<file path="src/rtl/rf_wport_arbiter.sv">
// Round-robin arbiter sharing one register-file write port among NUM_REQ one-entry request slots.
// Define RF_ARB_X0_DROP_EN to handshake writes to address 0 but never queue or issue them.
module rf_wport_arbiter #(
   parameter int NUM_REQ    = 2,
   parameter int ADDR_WIDTH = 5,
   parameter int DATA_WIDTH = 32
) (
   input  logic                          clk,
   input  logic                          reset,
   input  logic [NUM_REQ-1:0]            req_valid,
   output logic [NUM_REQ-1:0]            req_ready,
   input  logic [NUM_REQ*ADDR_WIDTH-1:0] req_addr,
   input  logic [NUM_REQ*DATA_WIDTH-1:0] req_data,
   output logic                          rf_wen,
   output logic [ADDR_WIDTH-1:0]         rf_waddr,
   output logic [DATA_WIDTH-1:0]         rf_wdata,
   input  logic [ADDR_WIDTH-1:0]         chk_addr,
   output logic                          chk_hit,
   output logic                          idle
);
   localparam int PTR_W = (NUM_REQ > 1) ? $clog2(NUM_REQ) : 1;

   logic [NUM_REQ-1:0]    slot_valid_q, slot_valid_d;
   logic [ADDR_WIDTH-1:0] slot_addr_q [NUM_REQ];
   logic [ADDR_WIDTH-1:0] slot_addr_d [NUM_REQ];
   logic [DATA_WIDTH-1:0] slot_data_q [NUM_REQ];
   logic [DATA_WIDTH-1:0] slot_data_d [NUM_REQ];
   logic [PTR_W-1:0]      rr_ptr_q, rr_ptr_d;

   logic                  gnt_any, hi_any;
   logic [PTR_W-1:0]      gnt_idx, hi_idx, lo_idx;
   logic [NUM_REQ-1:0]    gnt;

   // Lowest valid index at or above rr_ptr wins; otherwise wrap to the lowest valid index overall.
   // NOTE: every always_comb output gets a default first so no path leaves it unassigned (no latch).
   always_comb begin
      gnt_any = 1'b0;
      hi_any  = 1'b0;
      hi_idx  = '0;
      lo_idx  = '0;
      for (int i = NUM_REQ - 1; i >= 0; i--) begin
         if (slot_valid_q[i]) begin
            gnt_any = 1'b1;
            lo_idx  = PTR_W'(i);
         end
         if (slot_valid_q[i] && (PTR_W'(i) >= rr_ptr_q)) begin
            hi_any = 1'b1;
            hi_idx = PTR_W'(i);
         end
      end
      gnt_idx = hi_any ? hi_idx : lo_idx;
      gnt     = '0;
      for (int i = 0; i < NUM_REQ; i++) begin
         gnt[i] = gnt_any && (gnt_idx == PTR_W'(i));
      end
   end

   always_comb begin
      rf_wen    = !reset && gnt_any;
      rf_waddr  = rf_wen ? slot_addr_q[gnt_idx] : '0;
      rf_wdata  = rf_wen ? slot_data_q[gnt_idx] : '0;
      idle      = reset || !(|slot_valid_q);
      chk_hit   = 1'b0;
      req_ready = '0;
      for (int i = 0; i < NUM_REQ; i++) begin
         req_ready[i] = !reset && (!slot_valid_q[i] || gnt[i]);
         if (!reset && slot_valid_q[i] && (slot_addr_q[i] == chk_addr)) begin
            chk_hit = 1'b1;
         end
      end
   end

   // Drain first, then accept: a slot refilled in its own drain cycle stays valid with the new entry.
   always_comb begin
      slot_valid_d = slot_valid_q;
      slot_addr_d  = slot_addr_q;
      slot_data_d  = slot_data_q;
      rr_ptr_d     = rr_ptr_q;
      if (rf_wen) begin
         slot_valid_d[gnt_idx] = 1'b0;
         rr_ptr_d = (gnt_idx == PTR_W'(NUM_REQ - 1)) ? '0 : gnt_idx + 1'b1;
      end
      for (int i = 0; i < NUM_REQ; i++) begin
         if (req_valid[i] && req_ready[i]) begin
            slot_addr_d[i] = req_addr[i*ADDR_WIDTH +: ADDR_WIDTH];
            slot_data_d[i] = req_data[i*DATA_WIDTH +: DATA_WIDTH];
`ifdef RF_ARB_X0_DROP_EN
            slot_valid_d[i] = (req_addr[i*ADDR_WIDTH +: ADDR_WIDTH] != '0);
`else
            slot_valid_d[i] = 1'b1;
`endif
         end
      end
   end

   // NOTE: state flops use non-blocking assignments so every flop samples pre-edge values.
   always_ff @(posedge clk) begin
      if (reset) begin
         slot_valid_q <= '0;
         rr_ptr_q     <= '0;
      end else begin
         slot_valid_q <= slot_valid_d;
         rr_ptr_q     <= rr_ptr_d;
      end
   end

   // NOTE: payload storage has no reset; it is only ever observed behind slot_valid.
   always_ff @(posedge clk) begin
      slot_addr_q <= slot_addr_d;
      slot_data_q <= slot_data_d;
   end

endmodule
</file>
<file path="config.mk">
export PLATFORM = sky130hd
export DESIGN_NAME = rf_wport_arbiter
export DESIGN_NICKNAME = d
export VERILOG_FILES = /design/src/rtl/rf_wport_arbiter.sv
export SDC_FILE = /design/constraint.sdc
export NUM_CORES = 1
export LEC_CHECK = 0
export CORE_ASPECT_RATIO = 0.75
export CORE_MARGIN = 2
export CORE_UTILIZATION = 43
export DETAILED_ROUTE_END_ITERATION = 8
export GPL_ROUTABILITY_DRIVEN = 0
export GPL_TIMING_DRIVEN = 0
export PLACE_DENSITY_LB_ADDON = 0.25
export SLEW_MARGIN = 20
export SYNTH_ARGS = -nofsm -noshare
export SYNTH_HDL_FRONTEND = slang
export SYNTH_SLANG_ARGS = --single-unit
</file>
<file path="constraint.sdc">
create_clock -name clk -period 5.9 [get_ports clk]
set_input_delay 1.18 -clock clk [delete_from_list [all_inputs] [get_ports clk]]
set_output_delay 1.18 -clock clk [all_outputs]
set_load 0.01 [all_outputs]
</file>
==> results by group, run 1 <==
Floorplan
  • Die Y: 78.3 um
  • CORE AREA: 7230 sq um
  • Die X: 103 um
  • Die area: 8080 sq um
  • Standard-cell rows: 27
  • Effective utilization at floorplan: 43.8%
  • Io pins: 125

Synth
  • Distinct cell type count after synthesis: 25
  • Compound-Gate Fraction of Synth Area: 13.2%
  • Post-synthesis simple-gate area fraction: 7.90%
  • Synth Area per Inst: 13.3 sq um
  • Mux cell area share after synthesis: 0%
  • Post-Syn Nets: 322
  • Largest family of logic cells by synthesized area: compound AO/OA/AOI/OAI gates
  • Yosys warning count: 0
  • Post-Synthesis Cells: 239
  • Syn Std Cell Area: 3170 sq um
  • Seq/Total Area, Yosys: 72.0%
  • Post-synthesis xor/xnor area fraction: 2.76%
  • Yosys reg bits: 77
  • Adder-cell area share of the yosys netlist: 0%

Clock network
  • Num CTS Buffers: 9
  • Root buffer cell: clkbuf_8
  • Post CTS Setup Buffer Count: 0
  • Max Buffers Root-to-Sink: 2
  • Clock latency on the worst-skew pair: 0.35 ns
  • CTS tree: built
  • Clock H-tree levels: 3
  • Post-cts gate resize count: 0
  • Post-CTS Hold Fix Bufs: 0
  • Number of clock sinks: 77
  • Clk slew on worst S/H paths: 0.07 ns

Global route
  • Global-route wire length before repair: 12500 um
  • Initial antenna violation count: 0
  • Maximum number of pins on one net before global-route repair: 23
  • Gr usage total: 20.7%
  • Vias in the first global route: 2518
  • Grt ovf: 0

Critical path
  • Worst Path Arrival: 3.10 ns
  • RR Endpoint: slot_data_q[17]
  • FF-to-FF path depth: 5
  • Flop2flop setup slack: 3.94 ns
  • Setup crit start kind: input port
  • Worst EP required: 4.72 ns
  • Crit path capture: rf_wdata[2]
  • Worst Path Buf+Inv: 3
  • CP max-delay cell: clkdlybuf4s50_1
  • Cell repeated most along the worst path: clkdlybuf4s50_1
  • CP max stage delay: 0.63 ns
  • RR Startpoint: slot_valid_q[1]
  • Top Family by Delay on Critical Path: buffers and inverters
  • Cell Chain, Critical Path: clkdlybuf4s50_1 -> o21bai_1 -> buf_1 -> a21oi_1 -> clkdlybuf4s50_1
  • CP Class: input port to output pin
  • Critical path depth in cells: 5
  • Nature of the critical path endpoint: output pin
  • Critical path launch point: reset
  • CP max FO: 10

Cells and area
  • Finished Layout Cells: 482
  • Layout cells sized above 1: 9.19%
  • # fillers: 603
  • Area Growth Syn to Fin: 51.8%
  • Diodes inserted: 0
  • Final #Nets: 459

STA
  • Final setup TNS: 0 ns
  • Fmax: 0.234 GHz
  • Hold Violations, Final: 0
  • Count of final setup violators: 0
  • Period utilization: 72.5%
  • Final min period: 4.28 ns
  • RSZ-0062 raised after global routing: false
  • Slew Limit Fails: 0
  • Clock skew: 0.00892 ns
  • Slew margin rel.: 63.0%
  • Hold slack: 0.580 ns
  • Least-Margin Pin Slew: 0.555 ns

Routing
  • Via count: 2457
  • Routed Antenna Nets: 0
  • Initial drt markers: 92
  • Wirelength, routed: 8160 um
  • Routed length per instance: 16.9 um
  • Drc violations: 0
  • DR pass1 iterations: 4
  • Vias/cell: 5.10

Outcome
  • Status: complete, no violations

Power
  • Leakage: 0.00159 uW
  • Cell Pwr Density: 258 nW/um^2
  • Peak supply drop: 158 uV

Min path
  • HP Start: rr_ptr_q
  • Hold WC Path Type: register to register

Placement
  • Placed cell count: 466
  • DPL Wire Length: 5640 um
  • Port Buffers: 124

Job
  • Max-cap violation count: 0
per-layer routing:
metal  wire length, um  track usage (%)  vias up
met5                 0                0        -
met4                81             5.13        0
met3               833             7.39        8
met2              3720             32.4      116
met1              3520             27.6     1152
li1                  -                -     1181
per-stage QoR:
| step | instance area [sq um] | utilization, % | setup slack, ns | total power, uW |
|---|---|---|---|---|
| 2_1_floorplan | 3170 | - | 2.86 | 710 |
| 3_3_place_gp | 4540 | 62.7 | 1.67 | 812 |
| 3_5_place_dp | 4590 | 63.5 | 1.65 | 820 |
| 4_1_cts | 4810 | 66.5 | 1.65 | 1250 |
| 5_1_grt | 4810 | 66.5 | 1.52 | 1290 |
| 6_report | 4810 | 66.5 | 1.62 | 1240 |
synthesized netlist by cell type:
master	instances	area, sq um
a21oi_1	40	200
a31oi_1	2	12.5
and2_1	2	12.5
buf_1	1	3.75
buf_2	5	25.0
buf_4	8	60.1
buf_6	1	11.3
clkbuf_1	6	22.5
dfxtp_1	3	60.1
edfxtp_1	74	2220
inv_1	1	3.75
inv_2	1	3.75
nand2b_1	1	6.26
nand3_1	37	185
nand3b_1	1	7.51
nand4_1	2	12.5
nor2_1	3	11.3
nor2b_2	1	8.76
o21ai_0	28	140
o21ai_1	9	45.0
o21bai_1	1	7.51
o22ai_2	1	12.5
or3_1	1	6.26
xnor2_1	9	78.8
xor2_1	1	8.76
layout make-up:
type	instances	area, sq um	area share [%]
flip-flops and latches	77	2280	47.5
clock inverters	5	85.1	1.77
plain buffers	21	123	2.55
clock buffers	11	131	2.73
inverters	2	7.51	0.156
well taps	101	126	2.63
multi-input cells	139	758	15.8
repair buffers	126	1300	27.0
cell families after synthesis:
| kind of cell | Yosys count |
|---|---|
| buffers and inverters | 23 |
| AO/OA/AOI/OAI | 81 |
| XOR/XNOR | 10 |
| flip-flops | 77 |
| AND/OR/NAND/NOR | 48 |
report_power, final:
group,internal [uW],switching [uW],leakage [uW]
Clock,240,193,0.000104
Combinational,97.1,75.9,0.000765
Sequential,626,7.51,0.000718
Total,964,276,0.00159
worst min path at each step:
| stage | cells past startpoint | end | slack [ns] |
|---|---|---|---|
| floorplan | 2 | rr_ptr_q | 0.53 |
| global placement | 2 | rr_ptr_q | 0.55 |
| detailed placement | 2 | rr_ptr_q | 0.57 |
| CTS | 2 | rr_ptr_q | 0.58 |
| global route | 2 | rr_ptr_q | 0.65 |
| finish | 2 | rr_ptr_q | 0.58 |
state kept, by name, indices dropped and copies added (netlist names):
register and cells:
rr_ptr_q 1, slot_data_q 64, slot_addr_q 10, slot_valid_q 2
placed cells by master, fill, tap and decap left out, types with 3 or more instances in the layout:
cell / count
a21oi_1: 40
o21ai_0: 28
buf_2: 5
o21ai_1: 9
dfxtp_1: 3
edfxtp_1: 74
xnor2_1: 9
nor2_1: 3
buf_4: 8
clkbuf_1: 8
nand3_1: 37
clkbuf_8: 9
clkdlybuf4s50_1: 124
worst reg2reg max path, delay by kind of cell, from the launching register on:
kind,cells,cell delay [ns]
flops,1,0.30
simple gates,1,0.49
buf+inv,3,0.61
compound gates,1,0.27
(Power assumes the default switching activity.)
==> run 2, diff against run 1 <==
- clock period: 5.9 -> 4 ns (I/O delays scaled with it)
==> results of run 2 <==
The final DEF is identical to that of run 1. Status: complete, no violations.
Main changes from that run: setup slack after placement 1.65 ns -> 0.512 ns; setup slack after layout 1.62 ns -> 0.482 ns; register-to-register setup slack 3.94 ns -> 2.04 ns; total power 1240 uW -> 1830 uW; worst IR drop on VDD 158 uV -> 233 uV
==> run 3, diff against run 2 <==
- CAP_MARGIN: not set -> 10
==> results of run 3 <==
The final DEF is identical to that of run 1. Status: complete, no violations.
Main changes from that run: setup slack after placement 1.65 ns -> 0.512 ns; setup slack after layout 1.62 ns -> 0.482 ns; register-to-register setup slack 3.94 ns -> 2.04 ns; total power 1240 uW -> 1830 uW; worst IR drop on VDD 158 uV -> 233 uV
